--- src/rtl/alu_pkg.sv ---
// alu_pkg: ALU opcodes, FSM state encoding and opcode classification.
// ALU_MC_DIV_EN makes code 100 an iterative divide instead of an illegal code.
package alu_pkg;
  localparam logic [2:0] ALU_AND = 3'b000;
  localparam logic [2:0] ALU_OR  = 3'b001;
  localparam logic [2:0] ALU_ADD = 3'b010;
  localparam logic [2:0] ALU_MUL = 3'b011;
  localparam logic [2:0] ALU_DIV = 3'b100;
  localparam logic [2:0] ALU_SUB = 3'b110;
  localparam logic [2:0] ALU_SLT = 3'b111;
  typedef enum logic [1:0] {
    IDLE = 2'b00,
    BUSY = 2'b01,
    DONE = 2'b10
  } state_t;
  function automatic logic is_iter(input logic [2:0] op);
`ifdef ALU_MC_DIV_EN
    return op == ALU_MUL || op == ALU_DIV;
`else
    return op == ALU_MUL;
`endif
  endfunction
  function automatic logic is_single(input logic [2:0] op);
    return op inside {ALU_AND, ALU_OR, ALU_ADD, ALU_SUB, ALU_SLT};
  endfunction
endpackage

--- src/rtl/alu_iter_unit.sv ---
// alu_iter_unit: radix-2 shift-add multiplier and, with ALU_MC_DIV_EN, restoring divider.
// result_o presents the value produced by the iteration completing on this edge.
module alu_iter_unit
  import alu_pkg::*;
#(
  parameter int WIDTH = 32,
  parameter int CNT_W = $clog2(WIDTH) + 1
) (
  input  logic             clk_i,
  input  logic             rst_n_i,
  input  logic             start_i,
`ifdef ALU_MC_DIV_EN
  input  logic             div_i,
`endif
  input  logic [WIDTH-1:0] a_i,
  input  logic [WIDTH-1:0] b_i,
  output logic [WIDTH-1:0] result_o,
  output logic             last_o
);
  logic [WIDTH-1:0] acc_q, acc_d;
  logic [WIDTH-1:0] opa_q, opa_d;
  logic [WIDTH-1:0] opb_q, opb_d;
  logic [CNT_W-1:0] cnt_q, cnt_d;
`ifdef ALU_MC_DIV_EN
  // opa holds the divisor, opb the dividend shifting out / quotient shifting in
  logic             div_q, div_d;
  logic [WIDTH:0]   rem_sh, diff;
`endif

  always_comb begin
    acc_d = acc_q;
    opa_d = opa_q;
    opb_d = opb_q;
    cnt_d = cnt_q;
`ifdef ALU_MC_DIV_EN
    div_d  = div_q;
    rem_sh = {acc_q, opb_q[WIDTH-1]};
    diff   = rem_sh - {1'b0, opa_q};
`endif
    if (start_i) begin
      acc_d = '0;
      cnt_d = CNT_W'(WIDTH);
`ifdef ALU_MC_DIV_EN
      div_d = div_i;
      opa_d = div_i ? b_i : a_i;
      opb_d = div_i ? a_i : b_i;
`else
      opa_d = a_i;
      opb_d = b_i;
`endif
    end else if (cnt_q != '0) begin
      cnt_d = cnt_q - CNT_W'(1);
      acc_d = acc_q + (opb_q[0] ? opa_q : '0);
      opa_d = opa_q << 1;
      opb_d = opb_q >> 1;
`ifdef ALU_MC_DIV_EN
      if (div_q) begin
        acc_d = diff[WIDTH] ? rem_sh[WIDTH-1:0] : diff[WIDTH-1:0];
        opa_d = opa_q;
        opb_d = {opb_q[WIDTH-2:0], ~diff[WIDTH]};
      end
`endif
    end
  end

  always_ff @(posedge clk_i or negedge rst_n_i) begin
    if (!rst_n_i) begin
      acc_q <= '0;
      opa_q <= '0;
      opb_q <= '0;
      cnt_q <= '0;
`ifdef ALU_MC_DIV_EN
      div_q <= 1'b0;
`endif
    end else begin
      acc_q <= acc_d;
      opa_q <= opa_d;
      opb_q <= opb_d;
      cnt_q <= cnt_d;
`ifdef ALU_MC_DIV_EN
      div_q <= div_d;
`endif
    end
  end

`ifdef ALU_MC_DIV_EN
  assign result_o = div_q ? opb_d : acc_d;
`else
  assign result_o = acc_d;
`endif
  assign last_o = cnt_q == CNT_W'(1);
endmodule

--- src/rtl/alu_multicycle.sv ---
// alu_multicycle: handshaked multi-cycle ALU with registered result and flags.
// ALU_MC_DIV_EN enables the iterative unsigned divide on code 100.
module alu_multicycle
  import alu_pkg::*;
#(
  parameter int WIDTH = 32,
  parameter int CNT_W = $clog2(WIDTH) + 1
) (
  input  logic             clk_i,
  input  logic             rst_n_i,
  input  logic             valid_i,
  output logic             ready_o,
  input  logic [2:0]       ALUCtrl_i,
  input  logic [WIDTH-1:0] data1_i,
  input  logic [WIDTH-1:0] data2_i,
  output logic             valid_o,
  input  logic             ready_i,
  output logic [WIDTH-1:0] data_o,
  output logic             Zero_o,
  output logic             Ovf_o,
  output logic             Illegal_o
);
  state_t           state_q, state_d;
  logic [WIDTH-1:0] data_q, data_d;
  logic             zero_q, zero_d;
  logic             ovf_q, ovf_d;
  logic             ill_q, ill_d;
  logic             accept, start, slt, ovf_c, iter_last;
  logic [WIDTH-1:0] sum, dif, alu_res, iter_res;

  alu_iter_unit #(.WIDTH(WIDTH), .CNT_W(CNT_W)) u_iter (
    .clk_i    (clk_i),
    .rst_n_i  (rst_n_i),
    .start_i  (start),
`ifdef ALU_MC_DIV_EN
    .div_i    (ALUCtrl_i == ALU_DIV),
`endif
    .a_i      (data1_i),
    .b_i      (data2_i),
    .result_o (iter_res),
    .last_o   (iter_last)
  );

  always_comb begin
    accept  = valid_i && state_q == IDLE;
    start   = accept && is_iter(ALUCtrl_i);
    sum     = data1_i + data2_i;
    dif     = data1_i - data2_i;
    slt     = $signed(data1_i) < $signed(data2_i);
    alu_res = ALUCtrl_i == ALU_AND ? data1_i & data2_i :
              ALUCtrl_i == ALU_OR  ? data1_i | data2_i :
              ALUCtrl_i == ALU_ADD ? sum :
              ALUCtrl_i == ALU_SUB ? dif :
              ALUCtrl_i == ALU_SLT ? WIDTH'(slt) : '0;
    ovf_c   = ALUCtrl_i == ALU_ADD ? data1_i[WIDTH-1] == data2_i[WIDTH-1] && sum[WIDTH-1] != data1_i[WIDTH-1] :
              ALUCtrl_i == ALU_SUB ? data1_i[WIDTH-1] != data2_i[WIDTH-1] && dif[WIDTH-1] != data1_i[WIDTH-1] :
              1'b0;
    state_d = state_q;
    data_d  = data_q;
    zero_d  = zero_q;
    ovf_d   = ovf_q;
    ill_d   = ill_q;
    if (start) begin
      state_d = BUSY;
    end else if (accept) begin
      state_d = DONE;
      data_d  = alu_res;
      zero_d  = alu_res == '0;
      ovf_d   = ovf_c;
      ill_d   = !is_single(ALUCtrl_i);
    end else if (state_q == BUSY && iter_last) begin
      state_d = DONE;
      data_d  = iter_res;
      zero_d  = iter_res == '0;
      ovf_d   = 1'b0;
      ill_d   = 1'b0;
    end else if (state_q == DONE && ready_i) begin
      state_d = IDLE;
    end
  end

  always_ff @(posedge clk_i or negedge rst_n_i) begin
    if (!rst_n_i) begin
      state_q <= IDLE;
      data_q  <= '0;
      zero_q  <= 1'b0;
      ovf_q   <= 1'b0;
      ill_q   <= 1'b0;
    end else begin
      state_q <= state_d;
      data_q  <= data_d;
      zero_q  <= zero_d;
      ovf_q   <= ovf_d;
      ill_q   <= ill_d;
    end
  end

  assign ready_o   = state_q == IDLE;
  assign valid_o   = state_q == DONE;
  assign data_o    = data_q;
  assign Zero_o    = zero_q;
  assign Ovf_o     = ovf_q;
  assign Illegal_o = ill_q;
endmodule

--- config.mk ---
export PLATFORM = sky130hd
export DESIGN_NAME = alu_multicycle
export DESIGN_NICKNAME = d
export VERILOG_FILES = /design/src/rtl/alu_pkg.sv /design/src/rtl/alu_iter_unit.sv /design/src/rtl/alu_multicycle.sv
export SDC_FILE = /design/constraint.sdc
export NUM_CORES = 1
export LEC_CHECK = 0
export ABC_AREA = 1
export CELL_PAD_IN_SITES_DETAIL_PLACEMENT = 0
export CELL_PAD_IN_SITES_GLOBAL_PLACEMENT = 1
export CORE_MARGIN = 2
export CORE_UTILIZATION = 43
export DETAILED_ROUTE_END_ITERATION = 16
export GPL_TIMING_DRIVEN = 1
export PLACE_DENSITY_LB_ADDON = 0.2
export SYNTH_ARGS = -nofsm -noshare
export SYNTH_HDL_FRONTEND = slang
export SYNTH_SLANG_ARGS = --single-unit
--- constraint.sdc ---
create_clock -name clk_i -period 3.2 [get_ports clk_i]
set_input_delay 0.32 -clock clk_i [delete_from_list [all_inputs] [get_ports clk_i]]
set_output_delay 0.32 -clock clk_i [all_outputs]
set_load 0.01 [all_outputs]
==> results_dict.tcl <==
set metrics [dict create \
    grt_max_degree 77 \
    critical_path.endpoint_type "flip-flop" \
    cts_max_level 4 \
    post-route-min-period_ns 3.087 \
    viasPerCell 5.308 \
    hold_end "u_iter.opb_q[0]" \
    critPathArrivalTime_ns 3.45 \
    power_density_nw_per_um2 293.9 \
    ant_nets 0 \
    setup_tns_ns 0 \
    netlist_area_um2 14440 \
    numPortBuffers 107 \
    crit_fanout 5 \
    worstRegToRegCells 20 \
    dr.pass1.iters 6 \
    whs_path_depth 3 \
    finClkSkew_ns 0.01794 \
    period_share_pct 96.47 \
    die_h_um 187.2 \
    finish.instance_area_um2 19850 \
    mostFrequentLayoutCells "729 x nand2_1, 393 x buf_4, 369 x inv_1" \
    mostFrequentLayoutCell "nand2_1" \
    final_cells 3285 \
    cts_tree "yes" \
    placed_cell_area_um2 18720 \
    leakagePower_nw 10.66 \
    synthFlopType "dfrtp_1" \
    holdCritStartpoint "data2_i[0]" \
    dieArea_um2 35060 \
    setup_slack_ns 0.1128 \
    overflow 0 \
    synth.distinct_cells 47 \
    syn_area_per_cell_um2 6.085 \
    cts_sinks 139 \
    cts.clk_slew.worst_paths_ns 0.06 \
    slew_violations 0 \
    initial_utilization_pct 43.39 \
    r2r_slack_ns 0.19 \
    tightest_slew_ns 0.7106 \
    relSlewSlack_pct 52.63 \
    antenna_found_initial 0 \
    path_cells "clkdlybuf4s50_1 > inv_1 > ha_2 > nand2_1 > nor2_1 > inv_1 > nor2_1 > nand4_1 > nand3_1 > nand2_1 > nand3_1 > nand2_1 > nor3_1 > nand3_1 > nor2_1 > nand2_1 > nand2_1 > nand2_1 > nand2_1" \
    status "finished clean" \
    drc 0 \
    start_kind "primary input" \
    wirelength_mm 60.92 \
    critPathKind "primary input to flip-flop" \
    first_global_vias 17140 \
    holdCritPathClass "primary input to flip-flop" \
    setup_viol 0 \
    slowest_delay_ns 0.57 \
    required_ns 3.57 \
    coreArea_um2 33280 \
    ys_seq_area_share_pct 24.09 \
    cpMostUsedCell "nand2_1" \
    numCtsBuffers 17 \
    clockBufferDepth 2 \
    hold_slack_ns 0.4210 \
    yosys_warnings 0 \
    final_nets 3027 \
    synthArstFlopShare_pct 100.0 \
    clkLatencyLatePin_ns 0.44 \
    num_rows 67 \
    track_usage_pct 34.37 \
    area_delta_synth_final_pct 37.45 \
    fill_cells 3332 \
    wl_per_cell_um 18.54 \
    first_iter_violations 1339 \
    cap_viol_max_count 0 \
    die_x_um 187.2 \
    grt_pass1_wl_mm 93.66 \
    layout-drive-gt1-share_pct 19.92 \
    place_ws_ns -0.4986 \
    io_pins 108 \
    dp_hpwl_mm 50.56 \
    syn_nets 2576 \
    rr_endpoint "Zero_o" \
    crit_slowest_cell "clkdlybuf4s50_1" \
    finalWeightedCongestion 1.024 \
    vdd_drop_max_uv 273.0 \
    fmax_ghz 0.3239 \
    clockRootBuffer "clkbuf_16" \
    r2r-start "u_iter.opb_q[0]" \
    hold_viol 0 \
    antenna_cells 0 \
    num_vias 17440 \
    syn_inst 2373 \
    ys_seq_elements 139 \
    synth-edff-count 0 \
    placed_cells 3248 \
]
power by group:
| part | total (W) | switching (W) | internal [W] |
|---|---|---|---|
| Clock | 0.00220 | 0.000777 | 0.00142 |
| Combinational | 0.00187 | 0.00105 | 0.000827 |
| Sequential | 0.00176 | 0 | 0.00176 |
| Total | 0.00583 | 0.00182 | 0.00401 |
timing repair:
action                                 CTS  global route
gates cloned                             0             0
hold buffers                             1             0
endpoints found under the hold margin   73             0
resized for setup                        6           113
setup endpoints to repair                1             3
pin swaps                                1            12
buffers inserted                         0             4
synth_stat cells, types with 5 or more instances:
cell type / n / area, um2
inv_1: 374 / 1404
xor2_1: 6 / 52.55
dfrtp_1: 139 / 3478
o211ai_1: 35 / 262.8
a21oi_1: 102 / 510.5
nor3_1: 34 / 170.2
nor2_1: 255 / 957.2
nand4_1: 42 / 262.8
o221ai_1: 44 / 385.4
nand2_1: 745 / 2796
o21a_1: 5 / 37.54
inv_2: 5 / 18.77
or2_2: 28 / 175.2
buf_1: 5 / 18.77
o21ai_0: 81 / 405.4
nand3b_1: 10 / 75.07
o21bai_1: 13 / 97.59
ha_1: 129 / 1614
clkbuf_1: 31 / 116.4
buf_2: 28 / 140.1
clkbuf_2: 5 / 25.02
nand3_1: 214 / 1071
per-stage QoR:
stage,util [%],power (W)
after detailed placement,56.25,0.003565
final,59.63,0.005834
after CTS,58.29,0.005763
after global routing,59.63,0.006079
after global placement,56.25,0.003552
after floorplan,-,0.002559
critical path, delay by kind of cell:
family	cells	cell delay [ns]
fa+ha+maj	1	0.42
simple gates	15	1.94
buf+inv	3	0.77
sequential cells by signal (all words and copies together) (netlist names):
signal	count
u_iter.acc_q	32
Zero_o	1
Ovf_o	1
state_q	2
data_o	32
u_iter.opa_q	32
u_iter.opb_q	32
u_iter.cnt_q	6
Illegal_o	1
layer usage:
metal | vias to the layer above | track usage, % | routed length (um)
met2 | 604 | 57.78 | 28270
met4 | 0 | 13.83 | 2234
met1 | 8237 | 45.88 | 26990
met5 | - | 0 | 0
met3 | 101 | 2.589 | 3420
li1 | 8495 | - | -
logic make-up (layout without fill, tap and decap cells):
| logic type | after synthesis | in the layout | share of synthesized area, % |
|---|---|---|---|
| xor gates and xnor gates | 9 | 9 | 0.5460 |
| buffers and inverters | 454 | 918 | 12.17 |
| AOI/OAI and AO/OA | 297 | 297 | 12.61 |
| adders and majority gates | 132 | 132 | 11.59 |
| DFF | 139 | 139 | 24.09 |
| and+or+nand+nor | 1341 | 1341 | 38.93 |
| muxes | 1 | 1 | 0.06933 |
cell type report:
cell class                      count  area (um2)  share of cell area (%)
Multi-Input combinational cell   1780        9638                   48.56
Timing Repair Buffer              503        4080                   20.56
Sequential cell                   139        3480                   17.53
Inverter                          383        1438                   7.244
Tap cell                          448       560.5                   2.824
Clock buffer                       21       460.4                   2.320
Clock inverter                     11       190.2                  0.9583
worst max-delay path by stage:
stage | start | end | slack (ns) | cells past startpoint
6_report | data2_i[19] | Zero_o | 0.11 | 19
4_1_cts | data1_i[14] | Zero_o | 0.002 | 21
3_5_place_dp | data2_i[0] | Zero_o | -0.50 | 24
2_1_floorplan | u_iter.opb_q[0] | Zero_o | 0.34 | 22
3_3_place_gp | data2_i[0] | Zero_o | -0.44 | 24
5_1_grt | data1_i[23] | Zero_o | -0.03 | 23
Power figures use the tool's default switching activity.
